[config.mk]
export PLATFORM = sky130hd
export DESIGN_NAME = uart_transmitter
export DESIGN_NICKNAME = d
export VERILOG_FILES = /design/src/rtl/uart_transmitter.sv
export SDC_FILE = /design/constraint.sdc
export NUM_CORES = 1
export LEC_CHECK = 0
export ABC_AREA = 1
export BUFFER_PORTS_ARGS = -buffer_cell sky130_fd_sc_hd__buf_4
export CAP_MARGIN = 10
export CELL_PAD_IN_SITES_DETAIL_PLACEMENT = 1
export CELL_PAD_IN_SITES_GLOBAL_PLACEMENT = 1
export CORE_ASPECT_RATIO = 1.2
export CORE_UTILIZATION = 50
export CTS_CLUSTER_SIZE = 12
export DETAILED_ROUTE_END_ITERATION = 10
export MAX_ROUTING_LAYER = met4
export PLACE_DENSITY = 0.82
export SKIP_CTS_REPAIR_TIMING = 1
export SYNTH_ARGS = -nofsm -noshare
export SYNTH_HDL_FRONTEND = slang
export SYNTH_SLANG_ARGS = --single-unit
[constraint.sdc]
create_clock -name clk -period 4.05 [get_ports clk]
set_input_delay 0.81 -clock clk [delete_from_list [all_inputs] [get_ports clk]]
set_output_delay 0.81 -clock clk [all_outputs]
set_load 0.03 [all_outputs]
[src/rtl/uart_transmitter.sv]
// 8N1 UART transmitter: valid/ready byte intake into a circular FIFO,
// serialized LSB first on TxD with back-to-back frames and no idle gap.
module uart_transmitter #(
   parameter int CLK_FREQ   = 100_000_000,
   parameter int BAUD_RATE  = 9_600,
   parameter int FIFO_DEPTH = 4
) (
   input  logic                        clk,
   input  logic                        reset,
   input  logic [7:0]                  tx_data,
   input  logic                        tx_valid,
   output logic                        tx_ready,
   output logic                        TxD,
   output logic                        busy,
   output logic [$clog2(FIFO_DEPTH):0] fifo_count
);

   localparam int BIT_TICKS = CLK_FREQ / BAUD_RATE;
   localparam int CW        = (BIT_TICKS > 1) ? $clog2(BIT_TICKS) : 1;
   localparam int PW        = (FIFO_DEPTH > 1) ? $clog2(FIFO_DEPTH) : 1;
   localparam int NW        = $clog2(FIFO_DEPTH) + 1;

   typedef enum logic [1:0] {IDLE, START, DATA, STOP} state_t;

   state_t          state;
   logic [CW-1:0]   baud_cnt;
   logic [2:0]      bit_idx;
   logic [7:0]      shift;
   logic [7:0]      mem [FIFO_DEPTH];
   logic [PW-1:0]   rd_ptr;
   logic [PW-1:0]   wr_ptr;
   logic            push;
   logic            pop;
   logic            bit_end;
   logic            fifo_nonempty;

   // tx_ready looks only at the registered count, so a full FIFO stays closed
   // even on a cycle where a pop is draining it.
   assign tx_ready      = !reset && (fifo_count != NW'(FIFO_DEPTH));
   assign push          = tx_valid && tx_ready;
   assign fifo_nonempty = (fifo_count != '0);
   assign bit_end       = (baud_cnt == CW'(BIT_TICKS - 1));
   assign pop           = fifo_nonempty && ((state == IDLE) || ((state == STOP) && bit_end));
   assign busy          = (state != IDLE) || fifo_nonempty;

   always_ff @(posedge clk) begin
      if (push)
         mem[wr_ptr] <= tx_data;
   end

   always_ff @(posedge clk) begin
      if (reset) begin
         rd_ptr     <= '0;
         wr_ptr     <= '0;
         fifo_count <= '0;
      end else begin
         if (push)
            wr_ptr <= wr_ptr + PW'(1);
         if (pop)
            rd_ptr <= rd_ptr + PW'(1);
         case ({push, pop})
            2'b10:   fifo_count <= fifo_count + NW'(1);
            2'b01:   fifo_count <= fifo_count - NW'(1);
            default: fifo_count <= fifo_count;
         endcase
      end
   end

   always_ff @(posedge clk) begin
      if (reset) begin
         state    <= IDLE;
         TxD      <= 1'b1;
         baud_cnt <= '0;
         bit_idx  <= '0;
         shift    <= '0;
      end else begin
         case (state)
            IDLE: begin
               TxD <= 1'b1;
               if (pop) begin
                  shift    <= mem[rd_ptr];
                  baud_cnt <= '0;
                  bit_idx  <= '0;
                  TxD      <= 1'b0;
                  state    <= START;
               end
            end
            START: begin
               if (bit_end) begin
                  baud_cnt <= '0;
                  TxD      <= shift[0];
                  state    <= DATA;
               end else begin
                  baud_cnt <= baud_cnt + CW'(1);
               end
            end
            DATA: begin
               if (bit_end) begin
                  baud_cnt <= '0;
                  shift    <= {1'b0, shift[7:1]};
                  bit_idx  <= bit_idx + 3'd1;
                  if (bit_idx == 3'd7) begin
                     TxD   <= 1'b1;
                     state <= STOP;
                  end else begin
                     TxD <= shift[1];
                  end
               end else begin
                  baud_cnt <= baud_cnt + CW'(1);
               end
            end
            STOP: begin
               if (bit_end) begin
                  baud_cnt <= '0;
                  // Chain straight into the next start bit when bytes are waiting.
                  if (pop) begin
                     shift   <= mem[rd_ptr];
                     bit_idx <= '0;
                     TxD     <= 1'b0;
                     state   <= START;
                  end else begin
                     TxD   <= 1'b1;
                     state <= IDLE;
                  end
               end else begin
                  baud_cnt <= baud_cnt + CW'(1);
               end
            end
            default: begin
               TxD   <= 1'b1;
               state <= IDLE;
            end
         endcase
      end
   end

endmodule
==> results of run 1 <==
-- how the worst min path moves through the flow --
stage,start,end,slack (ns)
floorplan,rd_ptr[1],flip-flop,0.43
global placement,shift[5],shift[5],0.45
detailed placement,shift[3],shift[3],0.46
CTS,bit_idx[1],bit_idx[1],0.47
global route,bit_idx[1],bit_idx[1],0.49
finish,bit_idx[1],bit_idx[1],0.47
-- synth_stat cells --
master                     count  area (um2)
sky130_fd_sc_hd__a211oi_1      1        7.51
sky130_fd_sc_hd__a21oi_1      22         110
sky130_fd_sc_hd__a32o_1        1        10.0
sky130_fd_sc_hd__and3_1        3        18.8
sky130_fd_sc_hd__buf_2         5        25.0
sky130_fd_sc_hd__clkbuf_1      4        15.0
sky130_fd_sc_hd__clkinv_8      1        16.3
sky130_fd_sc_hd__dfxtp_1      37         741
sky130_fd_sc_hd__edfxtp_1     32         961
sky130_fd_sc_hd__fa_1          1        20.0
sky130_fd_sc_hd__ha_1         14         175
sky130_fd_sc_hd__inv_1        35         131
sky130_fd_sc_hd__inv_2         2        7.51
sky130_fd_sc_hd__inv_4         1        6.26
sky130_fd_sc_hd__mux2i_1       6        60.1
sky130_fd_sc_hd__nand2_1      68         255
sky130_fd_sc_hd__nand2_2       1        6.26
sky130_fd_sc_hd__nand2_4       1        11.3
sky130_fd_sc_hd__nand2_8       4        80.1
sky130_fd_sc_hd__nand3_1      25         125
sky130_fd_sc_hd__nand3b_1      1        7.51
sky130_fd_sc_hd__nand4_1       2        12.5
sky130_fd_sc_hd__nor2_1       64         240
sky130_fd_sc_hd__nor2_2       11        68.8
sky130_fd_sc_hd__nor3_1        5        25.0
sky130_fd_sc_hd__o211a_1       1        10.0
sky130_fd_sc_hd__o211ai_1      1        7.51
sky130_fd_sc_hd__o21a_1        1        7.51
sky130_fd_sc_hd__o21ai_0      27         135
sky130_fd_sc_hd__o22ai_1       3        18.8
sky130_fd_sc_hd__or2_2         1        6.26
sky130_fd_sc_hd__xor2_1        3        26.3
-- critical path, cell delays in order (launching register included) --
cell and delay [ns]:
sky130_fd_sc_hd__dfxtp_1 0.38, sky130_fd_sc_hd__nor3_1 0.35, sky130_fd_sc_hd__nand2_1 0.33, sky130_fd_sc_hd__buf_4 0.28
-- per-stage QoR --
stage	cells	hold slack [ns]	power (mW)	util	setup WS, ns
finish	492	0.472	2.43	0.579	1.54
global route	492	0.494	2.57	0.579	1.35
CTS	492	0.474	2.44	0.579	1.49
detailed placement	476	0.464	1.86	0.548	1.40
global placement	476	0.447	1.81	0.548	1.47
floorplan	384	0.433	1.60	-	1.07
-- cell families after synthesis --
kind of cell    after synthesis  share of synthesized area
xor+xnor                      3                    0.00785
fa+ha+maj                    15                     0.0583
compound gates               57                     0.0916
flops                        69                      0.508
buf+inv                      48                     0.0602
simple gates                186                      0.256
mux                           6                     0.0179
-- layer usage --
metal / global-route usage / up-vias / wire [um]
met5: - / - / 0
met4: 0.111 / 0 / 216
met3: 0.0438 / 19 / 189
met2: 0.498 / 38 / 4460
met1: 0.257 / 1270 / 3190
li1: - / 1299 / -
-- registers in the layout, indices dropped and copies added (netlist names), named ones only --
| signal | count |
|---|---|
| TxD | 1 |
| baud_cnt | 14 |
| bit_idx | 3 |
| fifo_count | 3 |
| mem | 32 |
| rd_ptr | 2 |
| shift | 8 |
| state | 2 |
| wr_ptr | 2 |
-- area by class of cell --
| cell class | instances | area [um2] |
|---|---|---|
| clock inverter | 7 | 73.8 |
| sequential | 69 | 1700 |
| multi-input combinational | 267 | 1450 |
| tap | 85 | 106 |
| fill | 780 | 2710 |
| clock buffer | 9 | 124 |
| timing repair buffer | 16 | 120 |
| inverter | 39 | 161 |
-- power groups by stage --
stage	registers, mW	clock network [mW]	logic, mW
global route	0.920	0.606	1.05
global placement	0.916	0	0.898
floorplan	0.905	0	0.699
detailed placement	0.923	0	0.941
CTS	0.908	0.581	0.956
finish	0.907	0.576	0.942
==> impl_metrics.xml, run 1 <==
<?xml version="1.0" encoding="UTF-8"?>
<metrics>
  <group name="die">
    <metric name="core" unit="um2">6450</metric>
    <metric name="design.die.area" unit="um2">7030</metric>
    <metric name="chipHeight" unit="um">91.6</metric>
    <metric name="ioPinCount" unit="">17</metric>
    <metric name="core.rowCount" unit="">32</metric>
    <metric name="die_w" unit="um">76.7</metric>
    <metric name="start_util" unit="">0.519</metric>
  </group>
  <group name="synth">
    <metric name="syn-num-nets" unit="">410</metric>
    <metric name="synth_seq_cells" unit="">69</metric>
    <metric name="yosys.cell_types.count" unit="">32</metric>
    <metric name="synthesis.yosys.warnings" unit="">0</metric>
    <metric name="cell_count_after_synthesis" unit="">384</metric>
    <metric name="portion_of_the_post_synthesis_area_used_by_sequential_elements" unit="">0.508</metric>
    <metric name="syn-mean-instance-area" unit="um2">8.72</metric>
    <metric name="synthesis.area" unit="um2">3350</metric>
  </group>
  <group name="setup_path">
    <metric name="worst_setup_ep" unit="">busy</metric>
    <metric name="regToRegStartpoint" unit="">state[0]</metric>
    <metric name="reg2reg_slack" unit="ns">1.56</metric>
    <metric name="setup.worst_path.class" unit="">reg -&gt; out</metric>
    <metric name="worstSetupStartpoint" unit="">fifo_count[0]</metric>
    <metric name="rr_worst_depth" unit="">12</metric>
    <metric name="crit_path_max_fanout" unit="">9</metric>
    <metric name="cp_data_required_time" unit="ns">3.24</metric>
    <metric name="critPathArrivalTime" unit="ns">1.70</metric>
    <metric name="worstReg2RegEnd" unit="">fifo_count[2]</metric>
    <metric name="worst_setup_start_kind" unit="">flip-flop</metric>
    <metric name="critical_path.endpoint_type" unit="">output pin</metric>
  </group>
  <group name="global_route">
    <metric name="track_usage" unit="">0.261</metric>
    <metric name="grt_pass1_wl" unit="um">13600</metric>
    <metric name="overflow" unit="">0</metric>
    <metric name="antenna_violations_before_repair" unit="">0</metric>
    <metric name="first_global_vias" unit="">2925</metric>
    <metric name="grt_max_degree" unit="">23</metric>
  </group>
  <group name="clock_tree">
    <metric name="cts_tree" unit="">built</metric>
    <metric name="htree_num_levels" unit="">3</metric>
    <metric name="cts-buffers-inserted" unit="">9</metric>
    <metric name="cts_root_buffer" unit="">sky130_fd_sc_hd__clkbuf_8</metric>
    <metric name="clock_latency_reported_for_the_late_side_of_the_worst_skew_pair" unit="ns">0.35</metric>
    <metric name="clkTransAtPathRegs" unit="ns">0.08</metric>
    <metric name="cts.sink_count" unit="">69</metric>
    <metric name="cts.path.max_buffers" unit="">2</metric>
  </group>
  <group name="pwr">
    <metric name="power_frac_clock" unit="">0.238</metric>
    <metric name="cell_internal_pwr" unit="mW">1.41</metric>
    <metric name="power.density_cell_area" unit="nW/um2">650</metric>
    <metric name="power.combinational.fraction" unit="">0.389</metric>
    <metric name="power.share.switching" unit="">0.419</metric>
    <metric name="worst_vdd_ir" unit="V">0.000318</metric>
    <metric name="power.switching" unit="mW">1.02</metric>
    <metric name="leakage" unit="nW">1.51</metric>
    <metric name="seq_power_share" unit="">0.374</metric>
  </group>
  <group name="timing">
    <metric name="min_period" unit="ns">2.51</metric>
    <metric name="grt_setup_unrepaired" unit="">no</metric>
    <metric name="timing.final.setup_violations" unit="">0</metric>
    <metric name="skew" unit="ns">0.0143</metric>
    <metric name="period_share" unit="">0.619</metric>
    <metric name="total_negative_setup_slack" unit="ns">0</metric>
    <metric name="hold_viol" unit="">0</metric>
    <metric name="slew_headroom" unit="">0.441</metric>
    <metric name="worst_pin_slew" unit="ns">0.836</metric>
    <metric name="achievable-frequency" unit="MHz">399</metric>
    <metric name="timing.final.max_slew_violations" unit="">0</metric>
  </group>
  <group name="layout">
    <metric name="final_common_cell" unit="">sky130_fd_sc_hd__nand2_1</metric>
    <metric name="finalNetCount" unit="">428</metric>
    <metric name="area_added_between_synthesis_and_finish" unit="%">11.5</metric>
    <metric name="finish.instance_area" unit="um2">3730</metric>
    <metric name="antenna_cells" unit="">0</metric>
    <metric name="proportion_of_layout_cells_with_a_drive_suffix_above_1" unit="">0.130</metric>
    <metric name="layout.cells.most_common_list" unit="">sky130_fd_sc_hd__nand2_1 (68), sky130_fd_sc_hd__nor2_1 (64), sky130_fd_sc_hd__dfxtp_1 (37), sky130_fd_sc_hd__inv_1 (35), sky130_fd_sc_hd__edfxtp_1 (32)</metric>
  </group>
  <group name="placement">
    <metric name="dpl_cell_area" unit="um2">3530</metric>
    <metric name="gp_congestion" unit="">0.853</metric>
    <metric name="place_hpwl" unit="um">5790</metric>
    <metric name="portBuffers" unit="">16</metric>
  </group>
  <group name="drt">
    <metric name="vias" unit="">2626</metric>
    <metric name="via_per_inst" unit="">5.34</metric>
    <metric name="post_detailed_route_wirelength_per_cell" unit="um">16.4</metric>
    <metric name="drtAntennaViolNets" unit="">0</metric>
    <metric name="drc" unit="">0</metric>
    <metric name="drt_wl_total" unit="um">8050</metric>
    <metric name="firstDrtPassIters" unit="">4</metric>
    <metric name="dr.first_iter.drc_count" unit="">93</metric>
  </group>
  <group name="status">
    <metric name="run_status" unit="">complete, no violations</metric>
  </group>
  <group name="worst_hold_path">
    <metric name="holdPathStages" unit="">2</metric>
    <metric name="min_path_type" unit="">reg -&gt; reg</metric>
  </group>
  <group name="job">
    <metric name="maxCapViolCount" unit="">0</metric>
  </group>
</metrics>
No activity file was read; power rests on OpenSTA's default activity.
==> run 2, diff against run 1 <==
- CORE_UTILIZATION: 50 -> 46
- PLACE_DENSITY: 0.82 -> 0.76
- clock period: 4.05 -> 2.6 ns (I/O delays scaled with it)
==> run 2 against run 1 <==
  * Clock skew down 0.0052 ns
  * Setup slack worse by 1.3 ns
  * Via count up 0.80%
  * Non-clock buffer count up 6
  * Final area up 1.2%
  * Power up 54%
  * Count of clock-buffer cells in the layout up 2
  * Hold slack worse by 0.10 ns
  * Critical endpoint is now fifo_count[2]
  * Largest power group unchanged
==> impl_metrics.xml, run 2 (synthesis gave the netlist of run 1 again) <==
<?xml version="1.0" encoding="UTF-8"?>
<metrics>
  <group name="layout">
    <metric name="regMostFlops" unit="">mem</metric>
    <metric name="fillers" unit="">842</metric>
    <metric name="area_added_between_synthesis_and_finish" unit="%">12.9</metric>
    <metric name="top_regs" unit="">mem x32, baud_cnt x14, shift x8</metric>
    <metric name="layout.cells.most_common_list" unit="">sky130_fd_sc_hd__nand2_1 (68), sky130_fd_sc_hd__nor2_1 (64), sky130_fd_sc_hd__dfxtp_1 (36), sky130_fd_sc_hd__inv_1 (34), sky130_fd_sc_hd__edfxtp_1 (32)</metric>
    <metric name="final_common_cell" unit="">sky130_fd_sc_hd__nand2_1</metric>
    <metric name="final-seq-area" unit="um2">1700</metric>
    <metric name="proportion_of_layout_cells_with_a_drive_suffix_above_1" unit="">0.148</metric>
    <metric name="layout.cells.non_filler" unit="">500</metric>
    <metric name="finish.instance_area" unit="um2">3780</metric>
    <metric name="antenna_cells" unit="">0</metric>
    <metric name="multiInputGateArea" unit="um2">1450</metric>
    <metric name="largest_reg_flops" unit="">32</metric>
    <metric name="finalNetCount" unit="">434</metric>
  </group>
  <group name="pwr">
    <metric name="post-layout-total-power" unit="mW">3.73</metric>
    <metric name="leakage" unit="nW">1.54</metric>
    <metric name="power.density_cell_area" unit="nW/um2">987</metric>
    <metric name="worst_vdd_ir" unit="V">0.000506</metric>
  </group>
  <group name="die">
    <metric name="chipHeight" unit="um">95.5</metric>
    <metric name="core" unit="um2">6940</metric>
    <metric name="ioPinCount" unit="">17</metric>
    <metric name="start_util" unit="">0.483</metric>
    <metric name="die_w" unit="um">79.9</metric>
    <metric name="design.die.area" unit="um2">7620</metric>
    <metric name="core.rowCount" unit="">33</metric>
  </group>
  <group name="setup_path">
    <metric name="rr_worst_depth" unit="">13</metric>
    <metric name="setup.worst_path.class" unit="">reg -&gt; reg</metric>
    <metric name="cpLargestDelayFamily" unit="">adder cells</metric>
    <metric name="cp_num_cells" unit="">13</metric>
    <metric name="crit_buf_inv" unit="">1</metric>
    <metric name="timing.critical_path.cells" unit="">ha_1 -&gt; nand3_1 -&gt; nor2_1 -&gt; nand2_4 -&gt; nand2_8 -&gt; nand2_8 -&gt; inv_2 -&gt; ha_1 -&gt; fa_1 -&gt; a21oi_1 -&gt; o21a_1 -&gt; o21ai_0 -&gt; a21oi_1</metric>
    <metric name="crit_path_max_fanout" unit="">10</metric>
    <metric name="critical_path.slowest_cell" unit="">sky130_fd_sc_hd__fa_1</metric>
    <metric name="critical_path.endpoint_type" unit="">flip-flop</metric>
    <metric name="worst_setup_start_kind" unit="">flip-flop</metric>
    <metric name="worst_path_largest_cell_delay" unit="ns">0.40</metric>
    <metric name="critPathArrivalTime" unit="ns">2.62</metric>
    <metric name="cp_data_required_time" unit="ns">2.88</metric>
  </group>
  <group name="placement">
    <metric name="gp_congestion" unit="">0.812</metric>
    <metric name="dpl_cell_area" unit="um2">3590</metric>
    <metric name="portBuffers" unit="">16</metric>
    <metric name="place_hpwl" unit="um">5630</metric>
    <metric name="numPlacedInstances" unit="">484</metric>
  </group>
  <group name="global_route">
    <metric name="antenna_violations_before_repair" unit="">0</metric>
    <metric name="overflow" unit="">0</metric>
    <metric name="track_usage" unit="">0.240</metric>
    <metric name="first_global_vias" unit="">2796</metric>
    <metric name="grt_pass1_wl" unit="um">13200</metric>
    <metric name="grt_max_degree" unit="">23</metric>
  </group>
  <group name="drt">
    <metric name="via_per_inst" unit="">5.29</metric>
    <metric name="vias" unit="">2647</metric>
    <metric name="drtAntennaViolNets" unit="">0</metric>
    <metric name="drc" unit="">0</metric>
    <metric name="drt_wl_total" unit="um">7820</metric>
    <metric name="firstDrtPassIters" unit="">4</metric>
    <metric name="post_detailed_route_wirelength_per_cell" unit="um">15.6</metric>
    <metric name="dr.first_iter.drc_count" unit="">110</metric>
  </group>
  <group name="timing">
    <metric name="period_share" unit="">0.900</metric>
    <metric name="total_negative_setup_slack" unit="ns">0</metric>
    <metric name="slew_headroom" unit="">0.506</metric>
    <metric name="timing.final.max_slew_violations" unit="">0</metric>
    <metric name="skew" unit="ns">0.00904</metric>
    <metric name="achievable-frequency" unit="MHz">427</metric>
    <metric name="min_period" unit="ns">2.34</metric>
    <metric name="grt_setup_unrepaired" unit="">no</metric>
    <metric name="hold_viol" unit="">0</metric>
    <metric name="timing.final.setup_violations" unit="">0</metric>
    <metric name="worst_pin_slew" unit="ns">0.740</metric>
  </group>
  <group name="status">
    <metric name="run_status" unit="">complete, no violations</metric>
  </group>
  <group name="clock_tree">
    <metric name="cts.sink_count" unit="">69</metric>
    <metric name="cts-buffers-inserted" unit="">9</metric>
    <metric name="clock_latency_reported_for_the_late_side_of_the_worst_skew_pair" unit="ns">0.35</metric>
    <metric name="cts_root_buffer" unit="">sky130_fd_sc_hd__clkbuf_8</metric>
    <metric name="clkTransAtPathRegs" unit="ns">0.08</metric>
    <metric name="cts_tree" unit="">built</metric>
    <metric name="cts.path.max_buffers" unit="">2</metric>
    <metric name="htree_num_levels" unit="">3</metric>
  </group>
  <group name="worst_hold_path">
    <metric name="holdPathStages" unit="">1</metric>
    <metric name="min_path_type" unit="">in -&gt; reg</metric>
  </group>
  <group name="job">
    <metric name="maxCapViolCount" unit="">0</metric>
  </group>
</metrics>
run 2: changes by cell type in the layout (fill, tap and decap cells not counted), sizes merged:
cell    change
buf         +6
clkbuf      +2
clkinv      -2
run 2: layout make-up:
cell class | count | share of cell area
timing repair buffer | 22 | 0.0437
sequential | 69 | 0.451
tap | 87 | 0.0288
clock inverter | 5 | 0.0159
multi-input combinational | 267 | 0.383
clock buffer | 11 | 0.0348
inverter | 39 | 0.0427
run 2: where the power goes:
part / switching, mW / internal [mW]
Clock: 0.419 / 0.447
Sequential: 0.108 / 1.27
Combinational: 0.988 / 0.496
Total: 1.52 / 2.22
run 2: path summary, 6_finish.rpt:
path / start / end / slack [ns]
worst max-delay path: baud_cnt[0] / fifo_count[2] / 0.26
worst min-delay path: tx_data[2] / mem[2][2] / 0.37
worst max register to register: baud_cnt[0] / fifo_count[2] / 0.26
worst min register to register: rd_ptr[1] / flip-flop / 0.48
run 2: layer usage:
metal	up-vias	wire length (um)	GRT usage
li1	1313	-	-
met1	1290	3140	0.248
met2	27	4300	0.439
met3	17	188	0.0440
met4	0	187	0.112
met5	-	0	-
run 2: worst register-to-register path: cells and delay by family, from the launching register on:
| family | cells | cell delay, ns |
|---|---|---|
| fa+ha+maj | 3 | 0.85 |
| simple gates | 5 | 0.54 |
| compound gates | 4 | 0.49 |
| flops | 1 | 0.34 |
| buf+inv | 1 | 0.06 |
run 2: per-stage QoR:
stage | util | hold slack [ns] | setup slack (ns)
floorplan | - | 0.433 | 0.134
global placement | 0.517 | 0.446 | 0.236
detailed placement | 0.517 | 0.459 | 0.139
CTS | 0.545 | 0.360 | 0.105
global route | 0.545 | 0.358 | 0.0243
finish | 0.545 | 0.371 | 0.260
==> run 3, diff against run 2 <==
- ABC_AREA: 1 -> not set
- CORE_UTILIZATION: 46 -> 49
- GPL_ROUTABILITY_DRIVEN: not set -> 0
- PLACE_DENSITY: 0.76 -> 0.77
==> run 3 against run 2 <==
  * Power up 7.8%
  * Sequential share of layout area increased by 1.5 points
  * Highest routed layer unchanged
  * The run now ends with setup timing left
  * Final cell count is 23% lower
  * Critical endpoint unchanged
  * Largest power group unchanged
  * Wire length shrank 13%
  * First-iteration DRC count down 28%
  * Global-route usage decreased by 0.56 points
==> impl_metrics.xml, run 3 <==
<?xml version="1.0" encoding="UTF-8"?>
<metrics>
  <group name="timing">
    <metric name="slew_headroom" unit="">0.634</metric>
    <metric name="timing.final.max_slew_violations" unit="">0</metric>
    <metric name="min_period" unit="ns">2.63</metric>
    <metric name="whs" unit="ns">0.364</metric>
    <metric name="period_share" unit="">1.01</metric>
    <metric name="achievable-frequency" unit="MHz">381</metric>
    <metric name="worst_pin_slew" unit="ns">0.548</metric>
    <metric name="timing.final.setup_violations" unit="">1</metric>
    <metric name="grt_setup_unrepaired" unit="">yes</metric>
    <metric name="total_negative_setup_slack" unit="ns">-0.0277</metric>
    <metric name="hold_viol" unit="">0</metric>
    <metric name="final_critical_path_setup_slack" unit="ns">-0.0277</metric>
    <metric name="skew" unit="ns">0.00910</metric>
  </group>
  <group name="synth">
    <metric name="portion_of_the_post_synthesis_area_used_by_sequential_elements" unit="">0.542</metric>
    <metric name="synth_seq_cells" unit="">69</metric>
    <metric name="synthesis.yosys.warnings" unit="">0</metric>
    <metric name="async_reset_ff_frac" unit="">0</metric>
    <metric name="yosys.cell_types.count" unit="">52</metric>
    <metric name="yosysTopAreaCell" unit="">sky130_fd_sc_hd__edfxtp_1</metric>
    <metric name="cell_count_after_synthesis" unit="">269</metric>
    <metric name="post-synth-top-count-cell" unit="">sky130_fd_sc_hd__dfxtp_1</metric>
    <metric name="yosys.area.top_type_share" unit="">0.306</metric>
    <metric name="ys.flop_type" unit="">sky130_fd_sc_hd__dfxtp_1</metric>
    <metric name="syn-num-nets" unit="">295</metric>
    <metric name="synthesis.area" unit="um2">3140</metric>
    <metric name="syn-mean-instance-area" unit="um2">11.7</metric>
    <metric name="synth_area_leaders" unit="">sky130_fd_sc_hd__edfxtp_1 (31%), sky130_fd_sc_hd__dfxtp_1 (24%), sky130_fd_sc_hd__mux4_2 (5.7%)</metric>
    <metric name="edff_count_synth" unit="">32</metric>
    <metric name="synth_common_cells" unit="">sky130_fd_sc_hd__dfxtp_1 (37), sky130_fd_sc_hd__edfxtp_1 (32), sky130_fd_sc_hd__nor2_1 (24)</metric>
  </group>
  <group name="die">
    <metric name="chipHeight" unit="um">89.7</metric>
    <metric name="design.die.area" unit="um2">6730</metric>
    <metric name="start_util" unit="">0.515</metric>
    <metric name="core.rowCount" unit="">31</metric>
    <metric name="die_w" unit="um">75.1</metric>
    <metric name="core" unit="um2">6090</metric>
    <metric name="ioPinCount" unit="">17</metric>
  </group>
  <group name="clock_tree">
    <metric name="cts_root_buffer" unit="">sky130_fd_sc_hd__clkbuf_8</metric>
    <metric name="cts.sink_count" unit="">69</metric>
    <metric name="cts_tree" unit="">built</metric>
    <metric name="clkTransAtPathRegs" unit="ns">0.08</metric>
    <metric name="htree_num_levels" unit="">3</metric>
    <metric name="cts-buffers-inserted" unit="">9</metric>
    <metric name="clock_latency_reported_for_the_late_side_of_the_worst_skew_pair" unit="ns">0.35</metric>
    <metric name="cts.path.max_buffers" unit="">2</metric>
  </group>
  <group name="worst_hold_path">
    <metric name="min_path_type" unit="">in -&gt; reg</metric>
    <metric name="hold_path.startpoint" unit="">tx_data[3]</metric>
  </group>
  <group name="drt">
    <metric name="drc" unit="">0</metric>
    <metric name="drtAntennaViolNets" unit="">0</metric>
    <metric name="vias" unit="">2212</metric>
    <metric name="post_detailed_route_wirelength_per_cell" unit="um">17.7</metric>
    <metric name="drt_wl_total" unit="um">6840</metric>
    <metric name="dr.first_iter.drc_count" unit="">79</metric>
    <metric name="via_per_inst" unit="">5.73</metric>
    <metric name="firstDrtPassIters" unit="">4</metric>
  </group>
  <group name="layout">
    <metric name="area_added_between_synthesis_and_finish" unit="%">16.7</metric>
    <metric name="regMostFlops" unit="">mem</metric>
    <metric name="antenna_cells" unit="">0</metric>
    <metric name="finalNetCount" unit="">325</metric>
    <metric name="proportion_of_layout_cells_with_a_drive_suffix_above_1" unit="">0.230</metric>
    <metric name="layout.cells.most_common_list" unit="">sky130_fd_sc_hd__dfxtp_1 (34), sky130_fd_sc_hd__buf_4 (32), sky130_fd_sc_hd__edfxtp_1 (32), sky130_fd_sc_hd__nor2_1 (24), sky130_fd_sc_hd__a21oi_1 (18)</metric>
    <metric name="finish.instance_area" unit="um2">3660</metric>
    <metric name="final_common_cell" unit="">sky130_fd_sc_hd__dfxtp_1</metric>
    <metric name="layout.cells.non_filler" unit="">386</metric>
    <metric name="top_regs" unit="">mem x32, baud_cnt x14, shift x8</metric>
    <metric name="largest_reg_flops" unit="">32</metric>
  </group>
  <group name="global_route">
    <metric name="overflow" unit="">0</metric>
    <metric name="grt_pass1_wl" unit="um">11000</metric>
    <metric name="globalRouteMet1Util" unit="">0.255</metric>
    <metric name="grt.met3_usage" unit="">0.0603</metric>
    <metric name="antenna_violations_before_repair" unit="">0</metric>
    <metric name="grt_util_met2" unit="">0.419</metric>
    <metric name="first_global_vias" unit="">2306</metric>
    <metric name="busiest_layer" unit="">met2</metric>
    <metric name="grt_max_degree" unit="">43</metric>
    <metric name="track_usage" unit="">0.235</metric>
  </group>
  <group name="pwr">
    <metric name="power.density_cell_area" unit="nW/um2">1100</metric>
    <metric name="worst_vdd_ir" unit="V">0.000787</metric>
    <metric name="leakage" unit="nW">1.34</metric>
  </group>
  <group name="setup_path">
    <metric name="cp_data_required_time" unit="ns">2.88</metric>
    <metric name="worstSetupStartpoint" unit="">baud_cnt[4]</metric>
    <metric name="critPathArrivalTime" unit="ns">2.90</metric>
    <metric name="crit_path_max_fanout" unit="">4</metric>
    <metric name="worst_setup_start_kind" unit="">flip-flop</metric>
    <metric name="regToRegStartpoint" unit="">baud_cnt[4]</metric>
    <metric name="setup.worst_path.class" unit="">reg -&gt; reg</metric>
    <metric name="critical_path.endpoint_type" unit="">flip-flop</metric>
  </group>
  <group name="status">
    <metric name="run_status" unit="">finished with violations</metric>
    <metric name="violations" unit="">setup timing</metric>
  </group>
  <group name="placement">
    <metric name="dpl_cell_area" unit="um2">3430</metric>
    <metric name="numPlacedInstances" unit="">369</metric>
    <metric name="place_hpwl" unit="um">4650</metric>
    <metric name="portBuffers" unit="">16</metric>
  </group>
  <group name="job">
    <metric name="maxCapViolCount" unit="">0</metric>
  </group>
</metrics>
-- run 3: changes by cell type after synthesis, sizes merged, moves of 3 or more --
cell,change
nor2,-51
clkbuf,+4
inv,-26
and2,+3
o21ai,-12
mux4,+8
nand3,-19
nand2,-66
a311oi,+6
nand2b,+3
a211oi,+7
and3,+3
mux2i,+3
xnor2,+4
-- run 3: logic make-up after synthesis --
logic type | Yosys count | share of synthesized area
AOI/OAI and AO/OA | 64 | 0.135
xor gates and xnor gates | 5 | 0.0140
adders and majority gates | 15 | 0.0622
buffers and inverters | 25 | 0.0319
DFF | 69 | 0.542
muxes | 17 | 0.0861
and+or+nand+nor | 74 | 0.128
-- run 3: stage by stage --
stage	utilization	total power [mW]	setup WS (ns)
3_5_place_dp	0.563	3.08	0.0164
3_3_place_gp	0.563	3.03	0.0522
6_report	0.602	4.02	-0.0277
4_1_cts	0.596	3.97	-0.0992
2_1_floorplan	-	2.58	0.00705
5_1_grt	0.602	4.27	-0.135
-- run 3: worst max-delay path, cell delays in order (launching register included) --
cell and delay [ns]:
sky130_fd_sc_hd__dfxtp_2 0.32, sky130_fd_sc_hd__or4b_4 0.56, sky130_fd_sc_hd__o41a_1 0.46, sky130_fd_sc_hd__or2_4 0.26, sky130_fd_sc_hd__inv_4 0.06, sky130_fd_sc_hd__ha_4 0.13
sky130_fd_sc_hd__fa_2 0.23, sky130_fd_sc_hd__xnor2_2 0.09, sky130_fd_sc_hd__or3_1 0.30, sky130_fd_sc_hd__a21oi_1 0.14
-- run 3: final timing paths --
check                           slack, ns  depth (start not counted)            end
worst min-delay path                 0.36                          1      mem[2][3]
worst max-delay path                -0.03                          9  fifo_count[2]
worst min register to register       0.46                          1   baud_cnt[13]
worst max register to register      -0.03                          9  fifo_count[2]
-- run 3: area by class of cell --
| class | instances | area, um2 |
|---|---|---|
| fillers | 641 | 2430 |
| flip-flops and latches | 69 | 1710 |
| multi-input cells | 175 | 1370 |
| repair buffers | 32 | 240 |
| clock buffers | 9 | 124 |
| well taps | 82 | 103 |
| clock inverters | 7 | 73.8 |
| inverters | 12 | 47.5 |
-- run 3: routing by layer --
metal | part of all wire | wire length, um
met1 | 0.41 | 2790
met5 | 0 | 0
met4 | 0.018 | 123
met2 | 0.55 | 3730
met3 | 0.028 | 192
-- run 3: power by group --
| group | internal [mW] | switching (mW) |
|---|---|---|
| combinational | 0.745 | 0.969 |
| clock | 0.445 | 0.429 |
| sequential | 1.28 | 0.152 |
| total | 2.47 | 1.55 |
